### src/rtl/ahb_master_arbiter_pkg.sv
// Shared AHB-Lite types and defaults for the multi-master arbiter slice.
package ahb_master_arbiter_pkg;

  // Default number of masters sharing the slave port.
  localparam int AHB_NUM_MASTERS = 2;

  // The address-phase struct carries haddr at the widest supported width;
  // instances narrower than this zero-extend on the way in and truncate on the way out.
  localparam int AHB_MAX_ADDR_WIDTH = 64;

  typedef enum logic [1:0] {
    HTRANS_IDLE   = 2'b00,
    HTRANS_BUSY   = 2'b01,
    HTRANS_NONSEQ = 2'b10,
    HTRANS_SEQ    = 2'b11
  } htrans_e;

  typedef struct packed {
    logic [AHB_MAX_ADDR_WIDTH-1:0] haddr;
    htrans_e                       htrans;
    logic                          hwrite;
    logic [2:0]                    hsize;
    logic [2:0]                    hburst;
    logic [3:0]                    hprot;
  } addr_phase_t;

  // Increment an index modulo n (n need not be a power of two).
  function automatic int wrap_inc(input int idx, input int n);
    return (idx + 1 >= n) ? 0 : idx + 1;
  endfunction

endpackage

### src/rtl/ahb_rr_arbiter.sv
// Combinational round-robin search: first requester at or after rr_ptr.
module ahb_rr_arbiter
  import ahb_master_arbiter_pkg::*;
#(
  parameter int NUM_MASTERS = AHB_NUM_MASTERS,
  localparam int IW = $clog2(NUM_MASTERS)
) (
  input  logic [NUM_MASTERS-1:0] req,
  input  logic [IW-1:0]          rr_ptr,
  input  logic                   arb_en,
  output logic                   grant_valid,
  output logic [IW-1:0]          grant_idx
);

  // Candidate index base+k, wrapped into 0..NUM_MASTERS-1.
  function automatic logic [IW-1:0] rr_index(input logic [IW-1:0] base, input int k);
    int sum;
    sum = int'(base) + k;
    if (sum >= NUM_MASTERS) sum = sum - NUM_MASTERS;
    return IW'(sum);
  endfunction

  // Walk the ring from rr_ptr and take the first requester found.
  always_comb begin
    grant_valid = 1'b0;
    grant_idx   = '0;
    for (int k = 0; k < NUM_MASTERS; k++) begin
      if (arb_en && !grant_valid && req[rr_index(rr_ptr, k)]) begin
        grant_valid = 1'b1;
        grant_idx   = rr_index(rr_ptr, k);
      end
    end
  end

endmodule

### src/rtl/ahb_master_arbiter.sv
// Shares one AHB-Lite slave port between NUM_MASTERS masters with a
// registered round-robin grant, address/data muxes and per-master hready.
module ahb_master_arbiter
  import ahb_master_arbiter_pkg::*;
#(
  parameter int NUM_MASTERS = AHB_NUM_MASTERS,
  parameter int ADDR_WIDTH  = 32,
  parameter int DATA_WIDTH  = 32,
  parameter int MAX_HOLD    = 16,
  localparam int IW = $clog2(NUM_MASTERS),
  localparam int SW = DATA_WIDTH / 8
) (
  input  logic                          hclk,
  input  logic                          hreset,
  input  logic [NUM_MASTERS*ADDR_WIDTH-1:0] m_haddr,
  input  logic [NUM_MASTERS*2-1:0]      m_htrans,
  input  logic [NUM_MASTERS-1:0]        m_hwrite,
  input  logic [NUM_MASTERS*3-1:0]      m_hsize,
  input  logic [NUM_MASTERS*3-1:0]      m_hburst,
  input  logic [NUM_MASTERS*4-1:0]      m_hprot,
  input  logic [NUM_MASTERS*DATA_WIDTH-1:0] m_hwdata,
  input  logic [NUM_MASTERS*SW-1:0]     m_hwstrb,
  output logic [NUM_MASTERS-1:0]        m_hready,
  output logic [DATA_WIDTH-1:0]         m_hrdata,
  output logic                          m_hresp,
  output logic [NUM_MASTERS-1:0]        hgrant,
  output logic [IW-1:0]                 hmaster,
  output logic [ADDR_WIDTH-1:0]         s_haddr,
  output logic [1:0]                    s_htrans,
  output logic                          s_hwrite,
  output logic [2:0]                    s_hsize,
  output logic [2:0]                    s_hburst,
  output logic [3:0]                    s_hprot,
  output logic [DATA_WIDTH-1:0]         s_hwdata,
  output logic [SW-1:0]                 s_hwstrb,
  output logic                          s_hselx,
  input  logic                          s_hreadyout,
  input  logic [DATA_WIDTH-1:0]         s_hrdata,
  input  logic                          s_hresp,
  output logic                          hold_err
);

  localparam int HW = $clog2(MAX_HOLD + 1);

  addr_phase_t             ap    [NUM_MASTERS];
  logic [DATA_WIDTH-1:0]   wdata [NUM_MASTERS];
  logic [SW-1:0]           wstrb [NUM_MASTERS];
  logic [NUM_MASTERS-1:0]  req;

  logic [IW-1:0] hmaster_reg, hmaster_next;
  logic [IW-1:0] downer_reg;
  logic          dphase_active_reg;
  logic [IW-1:0] rr_ptr_reg;
  logic [HW-1:0] hold_cnt_reg, hold_cnt_next;
  logic          hold_err_reg;

  logic          arb_en;
  logic          grant_valid;
  logic [IW-1:0] grant_idx;
  logic          grant_change;
  addr_phase_t   sel;

  // Unpack the flat per-master buses into indexable arrays.
  for (genvar gi = 0; gi < NUM_MASTERS; gi++) begin : g_unpack
    assign ap[gi] = '{
      haddr:  AHB_MAX_ADDR_WIDTH'(m_haddr[gi*ADDR_WIDTH +: ADDR_WIDTH]),
      htrans: htrans_e'(m_htrans[gi*2 +: 2]),
      hwrite: m_hwrite[gi],
      hsize:  m_hsize[gi*3 +: 3],
      hburst: m_hburst[gi*3 +: 3],
      hprot:  m_hprot[gi*4 +: 4]
    };
    assign wdata[gi] = m_hwdata[gi*DATA_WIDTH +: DATA_WIDTH];
    assign wstrb[gi] = m_hwstrb[gi*SW +: SW];
    assign req[gi]   = (ap[gi].htrans != HTRANS_IDLE);
  end

  // Arbitrate only when the owner has gone IDLE, so bursts are never split.
  assign arb_en = s_hreadyout && !req[hmaster_reg];

  ahb_rr_arbiter #(.NUM_MASTERS(NUM_MASTERS)) u_rr (
    .req         (req),
    .rr_ptr      (rr_ptr_reg),
    .arb_en      (arb_en),
    .grant_valid (grant_valid),
    .grant_idx   (grant_idx)
  );

  assign grant_change = grant_valid && (grant_idx != hmaster_reg);
  assign hmaster_next = grant_valid ? grant_idx : hmaster_reg;

  // Hold counter: run length of accepted non-IDLE owner transfers, saturating.
  always_comb begin
    hold_cnt_next = hold_cnt_reg;
    if (s_hreadyout) begin
      if (grant_change || !req[hmaster_reg]) begin
        hold_cnt_next = '0;
      end else if (hold_cnt_reg != HW'(MAX_HOLD)) begin
        hold_cnt_next = hold_cnt_reg + 1'b1;
      end
    end
  end

  // Grant, data-phase owner, round-robin pointer and hold monitor state.
  always_ff @(posedge hclk or posedge hreset) begin
    if (hreset) begin
      hmaster_reg       <= '0;
      downer_reg        <= '0;
      dphase_active_reg <= 1'b0;
      rr_ptr_reg        <= IW'(1);
      hold_cnt_reg      <= '0;
      hold_err_reg      <= 1'b0;
    end else begin
      if (s_hreadyout) begin
        downer_reg        <= hmaster_reg;
        dphase_active_reg <= req[hmaster_reg];
      end
      hmaster_reg <= hmaster_next;
      if (grant_change) begin
        rr_ptr_reg <= IW'(wrap_inc(int'(grant_idx), NUM_MASTERS));
      end
      hold_cnt_reg <= hold_cnt_next;
      if (hold_cnt_next == HW'(MAX_HOLD)) begin
        hold_err_reg <= 1'b1;
      end
    end
  end

  // Address phase follows the grant; data phase follows the previous owner.
  assign sel      = ap[hmaster_reg];
  assign s_haddr  = ADDR_WIDTH'(sel.haddr);
  assign s_htrans = sel.htrans;
  assign s_hwrite = sel.hwrite;
  assign s_hsize  = sel.hsize;
  assign s_hburst = sel.hburst;
  assign s_hprot  = sel.hprot;
  assign s_hwdata = wdata[downer_reg];
  assign s_hwstrb = wstrb[downer_reg];
  assign s_hselx  = !hreset;

  assign m_hrdata = s_hrdata;
  assign m_hresp  = s_hresp;
  assign hmaster  = hmaster_reg;
  assign hold_err = hold_err_reg;

  // Owner and a live data phase see the slave's ready; waiting requesters stall.
  for (genvar gi = 0; gi < NUM_MASTERS; gi++) begin : g_ready
    assign hgrant[gi]   = (hmaster_reg == IW'(gi));
    assign m_hready[gi] = (hmaster_reg == IW'(gi))                       ? s_hreadyout :
                          ((downer_reg == IW'(gi)) && dphase_active_reg) ? s_hreadyout :
                          req[gi]                                        ? 1'b0 : 1'b1;
  end

endmodule
### config.mk
export PLATFORM = sky130hd
export DESIGN_NAME = ahb_master_arbiter
export DESIGN_NICKNAME = d
export VERILOG_FILES = /design/src/rtl/ahb_master_arbiter_pkg.sv /design/src/rtl/ahb_rr_arbiter.sv /design/src/rtl/ahb_master_arbiter.sv
export SDC_FILE = /design/constraint.sdc
export NUM_CORES = 1
export LEC_CHECK = 0
export ABC_AREA = 1
export CAP_MARGIN = 0
export CORE_AREA = 3 3 124 126
export CTS_CLUSTER_DIAMETER = 120
export DETAILED_ROUTE_END_ITERATION = 8
export DIE_AREA = 0 0 127 129
export PLACE_DENSITY = 0.64
export SYNTH_ARGS = -nofsm -noshare
export SYNTH_HDL_FRONTEND = slang
export SYNTH_SLANG_ARGS = --single-unit
export TNS_END_PERCENT = 30
### constraint.sdc
create_clock -name hclk -period 1.6 [get_ports hclk]
set_input_delay 0.32 -clock hclk [delete_from_list [all_inputs] [get_ports hclk]]
set_output_delay 0.32 -clock hclk [all_outputs]
set_load 0.005 [all_outputs]
==> tab_implementation.tex <==
\begin{tabular}{lr}
\hline
Metric & Value \\
\hline
\multicolumn{2}{l}{\textbf{Status}} \\
\quad Outcome & finished with violations \\
\quad Violations in the final reports & negative setup slack \\
\multicolumn{2}{l}{\textbf{Pwr}} \\
\quad Seq pwr share & approximately 5.7\% \\
\quad Logic gate share of total power & about nine tenths \\
\quad Final total power & $\sim$7.3 mW \\
\quad Total power divided by cell area & 1390 nW/um\^{}2 \\
\quad Net switching power of the design & 3.01 mW \\
\quad Clock power share & under 10\% \\
\quad Maximum VDD drop & between 0.0006 and 0.0007 V \\
\quad Standby leakage power & approximately 2.7 nW \\
\quad Fraction of power spent switching nets & about 41\% \\
\quad Cell-internal power & $\sim$4.3 mW \\
\multicolumn{2}{l}{\textbf{Place}} \\
\quad Final HPWL DP & approximately 8.5 mm \\
\quad Port Buffers & $\sim$250 \\
\quad RePlAce Congestion & about 0.75 \\
\quad Placement-stage worst setup slack & -0.557 ns \\
\multicolumn{2}{l}{\textbf{Detailed routing}} \\
\quad DRC violation count after routing & 0 \\
\quad Via-per-instance ratio & a little under 4 \\
\quad First-pass detailed-route iteration total & 4 \\
\quad Sum of routed wire length over all layers & roughly 12 mm \\
\quad Routed vias & around 3200 \\
\quad Wire length per cell after detailed routing & approximately 15 um \\
\quad Number of antenna-violating nets in the routed design & 0 \\
\quad First DRT Iteration DRCs & 55 \\
\multicolumn{2}{l}{\textbf{GRT}} \\
\quad Vias in the first global route & around 3100 \\
\quad Initial antenna violation count & 0 \\
\quad Total gr overflow & 0 \\
\quad Wire length of the first global-routing pass & roughly 17 mm \\
\quad Global-route usage over all layers & a little over an eighth \\
\quad Pin count of the biggest net entering global routing & 15 \\
\multicolumn{2}{l}{\textbf{Layout}} \\
\quad Signed area change from the synthesized netlist to the final layout & 186\% \\
\quad Flip-flop count of the largest register, all copies and words added & 5 \\
\quad Total area of multi-input combinational cells & approximately 1500 um\^{}2 \\
\quad Post-layout utilization of the core & 36.4\% \\
\quad Layout cells sized above 1 & $\sim$39\% \\
\quad Filler Cell Count & $\sim$1500 \\
\quad Antenna Cells & 0 \\
\quad Post-layout net count & approximately 840 \\
\quad Sequential cell area & $\sim$230 um\^{}2 \\
\multicolumn{2}{l}{\textbf{Clock tree}} \\
\quad Number of buffers added to fix hold violations after cts & 0 \\
\quad Clock tree from TritonCTS & built \\
\quad Clk root buf & sky130\_fd\_sc\_hd\_\_clkbuf\_16 \\
\quad Clock-pin slew reported for the worst setup and hold paths after clock tree synthesis & roughly 0.040 ns \\
\quad CTS H-tree depth & 1 \\
\quad Largest buffer count on any clock path & 2 \\
\quad Clock buffers created by TritonCTS & 3 \\
\quad Num Clock Sinks & 9 \\
\quad Clock Latency Late Sink & 0.24 ns \\
\multicolumn{2}{l}{\textbf{Setup path}} \\
\quad Worst-case reg-to-reg path depth & 10 \\
\quad Cell chain of the critical path & inv\_6, buf\_12, buf\_12, buf\_16, buf\_8, nand2\_2, nand2\_2, buf\_6 \\
\quad Kind of critical path & flip-flop to output port \\
\quad Critical path's slowest cell & sky130\_fd\_sc\_hd\_\_dfrtp\_2 \\
\quad Worst-path maximum fanout & 4 \\
\quad Reg2Reg Launch Point & hmaster \\
\quad Worst flop-to-flop path endpoint & hold\_err \\
\quad Highest cell delay on the worst timing path & roughly 0.43 ns \\
\quad Kind of capture point of the worst setup path & output port \\
\quad Arrival time reported for the critical path endpoint & 1.47 ns \\
\quad R2R setup slack & approximately 0.23 ns \\
\quad WP data required & 1.28 ns \\
\quad Cell class contributing the biggest share of worst-path delay & buffers and inverters \\
\quad Sort of element at the start of the critical path & flip-flop \\
\quad Number of buffer and inverter instances along the worst setup path & 6 \\
\multicolumn{2}{l}{\textbf{Yosys}} \\
\quad Total standard cell area after synthesis & about 1800 um\^{}2 \\
\quad Sequential cell area fraction in the yosys report & between 10 and 15\% \\
\quad Unique cell type count in the Yosys netlist & 21 \\
\quad Post-Syn Nets & roughly 570 \\
\quad Number of synthesized register bits & 9 \\
\quad Avg Inst Size Synth & around 4.9 um\^{}2 \\
\quad Post-Syn Instances & roughly 370 \\
\quad Synth warnings & 0 \\
\multicolumn{2}{l}{\textbf{Timing}} \\
\quad Worst rel slew slack & roughly 83\% \\
\quad Transition time of the tightest slew-check pin & 0.249 ns \\
\quad Period Utilization, post-route & 112\% \\
\quad Setup slack of the critical path after layout & -0.190 ns \\
\quad Max-slew violation count & 0 \\
\quad Number of failing setup endpoints in the final timing report & 69 \\
\quad Unrepaired setup endpoints after global routing & true \\
\quad Post-Route Hold Slack & between 0.3 and 0.4 ns \\
\quad Sum of negative setup slack & -4.44 ns \\
\quad Worst clock skew on the final layout & 0.00467 ns \\
\quad Final Hold Violating Endpoints & 0 \\
\quad Max Clk Rate & approximately 560 MHz \\
\quad Time the worst path needs with I/O delays and setup & roughly 1.8 ns \\
\multicolumn{2}{l}{\textbf{Worst hold path}} \\
\quad Tightest Hold Check Type & input port to async pin \\
\multicolumn{2}{l}{\textbf{Floorplan}} \\
\quad DIE AREA & about 16000 um\^{}2 \\
\quad Die X-Extent & approximately 130 um \\
\quad \# rows & 44 \\
\quad Placeable core area & 14400 um\^{}2 \\
\quad Die extent in y & between 100 and 150 um \\
\quad Top-level port count & 319 \\
\quad Effective utilization at floorplan & 12.7\% \\
\multicolumn{2}{l}{\textbf{Job}} \\
\quad Total of max-cap violations & 0 \\
\hline
\end{tabular}
## metal layers
metal,vias to the layer above,global-route usage (%),share of wire [%]
met5,-,0,0
met4,0,5.11,3.4
met3,38,3.61,11
met2,194,22.9,47
met1,1346,16.2,39
li1,1606,-,-
## cell type report
cell class | count | area share, %
repair buffers | 310 | 59.9
multi-input cells | 296 | 28.7
well taps | 184 | 4.38
flip-flops and latches | 9 | 4.33
clock buffers | 4 | 1.50
inverters | 15 | 1.21
## layout by cell type (no fill, tap or decap), types with 3 or more instances in the layout
master	netlist	routed
sky130_fd_sc_hd__buf_6	0	23
sky130_fd_sc_hd__inv_1	14	13
sky130_fd_sc_hd__nand2_4	0	14
sky130_fd_sc_hd__buf_8	0	6
sky130_fd_sc_hd__nand2_2	4	76
sky130_fd_sc_hd__nor2_1	7	7
sky130_fd_sc_hd__clkbuf_16	0	3
sky130_fd_sc_hd__clkdlybuf4s50_1	0	164
sky130_fd_sc_hd__clkbuf_2	0	19
sky130_fd_sc_hd__dfrtp_1	9	7
sky130_fd_sc_hd__nand2_1	260	174
sky130_fd_sc_hd__buf_4	36	12
sky130_fd_sc_hd__nand3_1	6	6
sky130_fd_sc_hd__buf_2	14	53
sky130_fd_sc_hd__buf_16	0	11
sky130_fd_sc_hd__a21oi_1	5	4
sky130_fd_sc_hd__buf_12	0	18
## how the worst max path moves through the flow
stage,from,end,cells after the start
finish,hmaster,s_hprot[2],8
global placement,m_htrans[0],m_hready[0],7
CTS,hmaster,s_hwrite,8
detailed placement,m_htrans[0],m_hready[0],7
floorplan,hmaster,s_haddr[0],6
global route,hmaster,s_hwrite,8
## through the flow
stage               area, um^2  std cells
CTS                       5160        817
finish                    5260        818
global placement          4450        775
global route              5260        818
floorplan                 1840        374
detailed placement        4450        775
## worst reg2reg max path, stage by stage (launching register included)
cell                      delay [ns]
sky130_fd_sc_hd__dfrtp_2        0.45
sky130_fd_sc_hd__inv_6          0.09
sky130_fd_sc_hd__buf_12         0.12
sky130_fd_sc_hd__buf_6          0.12
sky130_fd_sc_hd__nand2_2        0.06
sky130_fd_sc_hd__nand2_2        0.12
sky130_fd_sc_hd__nand3_1        0.10
sky130_fd_sc_hd__nand2_2        0.08
sky130_fd_sc_hd__nor2_2         0.03
sky130_fd_sc_hd__nand2_1        0.05
sky130_fd_sc_hd__nand2_1        0.04
## kinds of logic after synthesis
family / count (synthesis) / synth area share [%]
and+or+nand+nor: 282 / 59.9
buffers and inverters: 69 / 22.6
AOI/OAI and AO/OA: 11 / 3.40
DFF: 9 / 12.3
adders and majority gates: 2 / 1.36
xor gates and xnor gates: 1 / 0.477
## power groups by stage
stage | clock, mW | combinational (mW) | sequential [mW]
final | 0.449 | 6.44 | 0.414
after floorplan | 0 | 1.73 | 0.360
after global routing | 0.469 | 6.97 | 0.427
after global placement | 0 | 4.54 | 0.388
after detailed placement | 0 | 4.53 | 0.388
after CTS | 0.455 | 6.31 | 0.413
## synth_stat cells (all sizes together)
library cell | instances | area, um^2
ha | 2 | 25.0
buf | 50 | 340
a21oi | 5 | 25.0
nand3 | 8 | 50.1
nand2 | 264 | 1000
nand4 | 1 | 6.26
a31oi | 1 | 6.26
nor2 | 9 | 43.8
xor2 | 1 | 8.76
dfrtp | 9 | 225
o21bai | 1 | 11.3
o21ai | 4 | 20.0
clkbuf | 4 | 18.8
inv | 15 | 56.3
## repair_timing
action / CTS / global route
gates resized for setup: 407 / 88
gates cloned: 11 / 0
pin swaps: 20 / 23
setup buffers: 29 / 4
endpoints found under the setup margin: 87 / 87
(Power assumes the default switching activity.)
